<file path="src/rtl/rf_write_arbiter.sv">
// Register-file write arbiter: writeback has absolute priority, MDU results queue in a FIFO.
// Optional macro RFWA_FORWARD_EN enables the chk_hit/chk_data forwarding path.
module rf_write_arbiter #(
    parameter int DEPTH = 4
) (
    input  logic                     clock,
    input  logic                     reset_n,
    input  logic                     wb_we,
    input  logic [4:0]               wb_reg,
    input  logic [31:0]              wb_data,
    input  logic                     mdu_valid,
    output logic                     mdu_ready,
    input  logic [4:0]               mdu_reg,
    input  logic [31:0]              mdu_data,
    output logic                     RegWrite,
    output logic [4:0]               WriteReg,
    output logic [31:0]              WriteData,
    input  logic [4:0]               chk_reg,
    output logic                     chk_pending,
    output logic                     chk_hit,
    output logic [31:0]              chk_data,
    output logic [$clog2(DEPTH):0]   fifo_count
);

    localparam int AW = $clog2(DEPTH);
    localparam int CW = AW + 1;

    logic [4:0]    reg_mem  [DEPTH];
    logic [31:0]   data_mem [DEPTH];
    logic [AW-1:0] wr_ptr;
    logic [AW-1:0] rd_ptr;

    logic wb_req;
    logic push;
    logic pop;
    logic match;
    logic [AW-1:0] scan_idx;
`ifdef RFWA_FORWARD_EN
    logic [31:0] fwd_data;
`endif

    // Writes to r0 are architecturally discarded, so they never occupy a slot.
    assign wb_req    = wb_we && (wb_reg != 5'd0);
    assign mdu_ready = (fifo_count < CW'(DEPTH));
    assign push      = mdu_valid && mdu_ready && (mdu_reg != 5'd0);
    assign pop       = !wb_req && (fifo_count != '0);

    always_ff @(posedge clock) begin
        if (push) begin
            reg_mem[wr_ptr]  <= mdu_reg;
            data_mem[wr_ptr] <= mdu_data;
        end
    end

    // Output stage and queue bookkeeping
    always_ff @(posedge clock or negedge reset_n) begin
        if (!reset_n) begin
            wr_ptr     <= '0;
            rd_ptr     <= '0;
            fifo_count <= '0;
            RegWrite   <= 1'b0;
            WriteReg   <= 5'd0;
            WriteData  <= 32'd0;
        end else begin
            if (push)
                wr_ptr <= wr_ptr + AW'(1);
            if (pop)
                rd_ptr <= rd_ptr + AW'(1);
            case ({push, pop})
                2'b10:   fifo_count <= fifo_count + CW'(1);
                2'b01:   fifo_count <= fifo_count - CW'(1);
                default: fifo_count <= fifo_count;
            endcase
            if (wb_req) begin
                RegWrite  <= 1'b1;
                WriteReg  <= wb_reg;
                WriteData <= wb_data;
            end else if (pop) begin
                RegWrite  <= 1'b1;
                WriteReg  <= reg_mem[rd_ptr];
                WriteData <= data_mem[rd_ptr];
            end else begin
                RegWrite  <= 1'b0;
            end
        end
    end

    // Scan oldest to youngest so the last match is the value the register file ends up holding.
    always_comb begin
        match    = RegWrite && (WriteReg == chk_reg);
        scan_idx = rd_ptr;
`ifdef RFWA_FORWARD_EN
        fwd_data = WriteData;
`endif
        for (int k = 0; k < DEPTH; k++) begin
            scan_idx = rd_ptr + AW'(k);
            if ((CW'(k) < fifo_count) && (reg_mem[scan_idx] == chk_reg)) begin
                match = 1'b1;
`ifdef RFWA_FORWARD_EN
                fwd_data = data_mem[scan_idx];
`endif
            end
        end
    end

    assign chk_pending = (chk_reg != 5'd0) && match;

`ifdef RFWA_FORWARD_EN
    assign chk_hit  = chk_pending;
    assign chk_data = fwd_data;
`else
    assign chk_hit  = 1'b0;
    assign chk_data = 32'd0;
`endif

endmodule

</file>
<file path="config.mk">
export PLATFORM = sky130hd
export DESIGN_NAME = rf_write_arbiter
export DESIGN_NICKNAME = d
export VERILOG_FILES = /design/src/rtl/rf_write_arbiter.sv
export SDC_FILE = /design/constraint.sdc
export NUM_CORES = 1
export LEC_CHECK = 0
export ABC_AREA = 1
export BUFFER_PORTS_ARGS = -buffer_cell sky130_fd_sc_hd__buf_2
export CORE_ASPECT_RATIO = 1.4
export CORE_MARGIN = 3
export CORE_UTILIZATION = 50
export DETAILED_ROUTE_END_ITERATION = 16
export GPL_TIMING_DRIVEN = 0
export PLACE_DENSITY = 0.76
export SLEW_MARGIN = 15
export SYNTH_ARGS = -nofsm -noshare
export SYNTH_HDL_FRONTEND = slang
export SYNTH_SLANG_ARGS = --single-unit
</file>
<file path="constraint.sdc">
create_clock -name clock -period 2.5 [get_ports clock]
set_input_delay 0.25 -clock clock [delete_from_list [all_inputs] [get_ports clock]]
set_output_delay 0.25 -clock clock [all_outputs]
set_load 0.05 [all_outputs]
</file>
==> metrics <==
status complete, no violations; worst rel slew slack 0.4031; RSZ-0062 raised after global routing yes; Startpoint Class flip-flop; Synth top area share 0.5271; Post-DP Area 0.009534 sq mm; layout cells sized above 1 0.2622; clk sinks 193; Core Util, Final 0.6279; EDFF count, synth 148; global route total overflow 0; final period utilization 0.9810; Setup WS pre-CTS 16.02 ps; Final setup viols 0; Reg clk slew, reported paths 70 ps; Synth Cell Area 0.008432 sq mm; nets 1002; root buffer cell clkbuf_16; worst-skew pair later-pin latency 440 ps; Die ar. 0.01848 sq mm; Synth Register Bits 193; IO Port Bufs 123; number of global-route vias before repair 5973; first-pass GRT wire length 31.19 mm; core footprint 0.01638 sq mm; DRT iter0 DRCs 399; Most used DFF post-synth edfxtp_1; Min Clock Period, post-route 2452 ps; Hold Slack 26.63 ps; Area growth syn-to-layout 21.96%; total number of vias 6029; Worst EP required 2250 ps; CP Max Fanout 8; Clock Skews 17.72 ps; Filler cells 1296; Max Cap Viol 0; synthesized instance count 728; Synth top cells by count nand2_1, edfxtp_1, inv_1, nand3_1, dfrtp_1; Seq/Total Area, Yosys 0.6606; antenna violations before repair 0; Via density 5.369; syn_area_per_cell 11.58 sq um; CP Capture Type output pin; worst path bufs/invs 4; io pins 159; pin count of the biggest net entering global routing 46; LEAKAGE 4.335 nW; HPWL after DPL 13.78 mm; FMAX 407.8 MHz; drt first pass iters 5; power density over the cells 1233 mW/mm^2; leading area contributor after synthesis edfxtp_1; remaining antenna violation count 0; Die Ht 159.7 um; measured slew at the worst slew-check pin 895.3 ps; cell repeated most along the worst path nand2_1; Rows 55; Min-Delay Path Class input pin to flip-flop; CTS HTree Levels 4; CTS tree yes; DIE WIDTH 115.8 um; final hold violations 0; Synth Warn # 0; final WL 20.30 mm; Starting Density 0.5148; Routability Congestion 0.9199; Final Slew Violations 0; Worst EP arrival 2200 ps; cell family with most CP delay simple AND/OR/NAND/NOR gates; CP max stage cell dfrtp_1; post-route setup slack 47.53 ps; CP peak stage delay 370 ps; synth top area cells edfxtp_1, dfrtp_1, nand2_1; top-count cell post-synth nand2_1; CP Cell Sequence buf_6 -> inv_8 -> nand2_2 -> nand2_4 -> buf_6 -> nand2_1 -> nand3_2 -> nand2_1 -> nor2_2 -> nand3_1 -> nand2_1 -> nand2_1 -> a21oi_2 -> buf_6; FFs w/ async S/R, synth 0.2332; fin area 0.01028 sq mm; CTS max path bufs 2; Crit Path Class flip-flop to output pin; CTS Buf Count 17; Remaining DRCs 0; VDD IR max 0.0006613 V; Synth cell types 32; WL/cell 18.08 um; gr usage total 0.2221; setup_tns 0 ps
==> path summary, 6_finish.rpt <==
path	startpoint	to	slack, ps	cells after the start
hold reg to reg	WriteData[9]$_DFFE_PN0P_	WriteData[9]$_DFFE_PN0P_	510	1
max in group asynchronous	reset_n	rd_ptr[1]$_DFFE_PN0P_	1650	2
setup / recovery	rd_ptr[0]$_DFFE_PN0P_	chk_pending	50	14
hold / removal	mdu_data[17]	data_mem[0][17]$_DFFE_PP_	30	1
min in group asynchronous	reset_n	WriteData[10]$_DFFE_PN0P_	390	2
setup reg to reg	fifo_count[2]$_DFFE_PN0P_	reg_mem[1][0]$_DFFE_PP_	160	4
==> power by group <==
part	switching (W)	internal, W
Clock	0.00129	0.00133
Sequential	0.000324	0.00417
Combinational	0.00390	0.00168
Total	0.00551	0.00717
==> flip-flops by register name, indices dropped and copies added (netlist names) <==
name / count
wr_ptr: 2
WriteData: 32
data_mem: 128
WriteReg: 5
rd_ptr: 2
RegWrite: 1
reg_mem: 20
fifo_count: 3
==> cell families after synthesis <==
logic type	count (synthesis)	share of synthesized area
DFF	193	0.6606
other	1	0.0004447
xor gates and xnor gates	7	0.007271
buffers and inverters	121	0.07419
and+or+nand+nor	269	0.1281
AOI/OAI and AO/OA	128	0.1160
adders and majority gates	9	0.01336
==> layout make-up <==
class,instances,area [sq um],share of cell area
Sequential cell,193,5572,0.5418
Multi-Input combinational cell,446,2479,0.2410
Timing Repair Buffer,131,748.2,0.07276
Buffer,66,445.4,0.04331
Clock buffer,17,425.4,0.04137
Tap cell,199,249.0,0.02421
Inverter,55,216.5,0.02105
Clock inverter,15,146.4,0.01424
Antenna cell,1,2.502,0.0002433
==> stage by stage <==
step	total power [W]	instances
floorplan	0.008314	760
global placement	0.009622	1082
detailed placement	0.009797	1086
CTS	0.01254	1120
global route	0.01339	1122
finish	0.01268	1123
==> cells in the final DEF (no fill, tap or decap), types with 5 or more instances in the layout <==
cell	instances
a21oi_1	15
nor2_1	18
a22oi_1	20
buf_2	128
edfxtp_1	148
o21ai_0	8
buf_6	7
a221o_1	10
nand2_2	12
a221oi_1	22
o211ai_1	26
ha_1	9
nand3_1	41
buf_4	37
clkbuf_1	16
dfrtp_1	44
inv_1	50
conb_1	33
nand2_1	180
nand3_2	6
inv_8	5
o2bb2ai_1	22
clkbuf_16	17
==> routing by layer <==
| metal | part of all wire | global-route usage | up-vias | wire length, um |
|---|---|---|---|---|
| met5 | 0 | 0 | - | 0 |
| met4 | 0.027 | 0.08391 | 0 | 556 |
| met1 | 0.37 | 0.2570 | 2866 | 7598 |
| met3 | 0.068 | 0.04208 | 38 | 1377 |
| li1 | - | - | 2896 | - |
| met2 | 0.53 | 0.4015 | 229 | 10770 |
==> repair_timing <==
| action | in CTS | in global routing |
|---|---|---|
| setup buffers | 0 | 1 |
| hold buffers | 0 | 1 |
| cloned | 2 | 0 |
| pin swaps | 3 | 3 |
| hold endpoints to repair | 0 | 45 |
| resized for setup | 18 | 26 |
| endpoints found under the setup margin | 1 | 2 |
(Power assumes the default switching activity.)
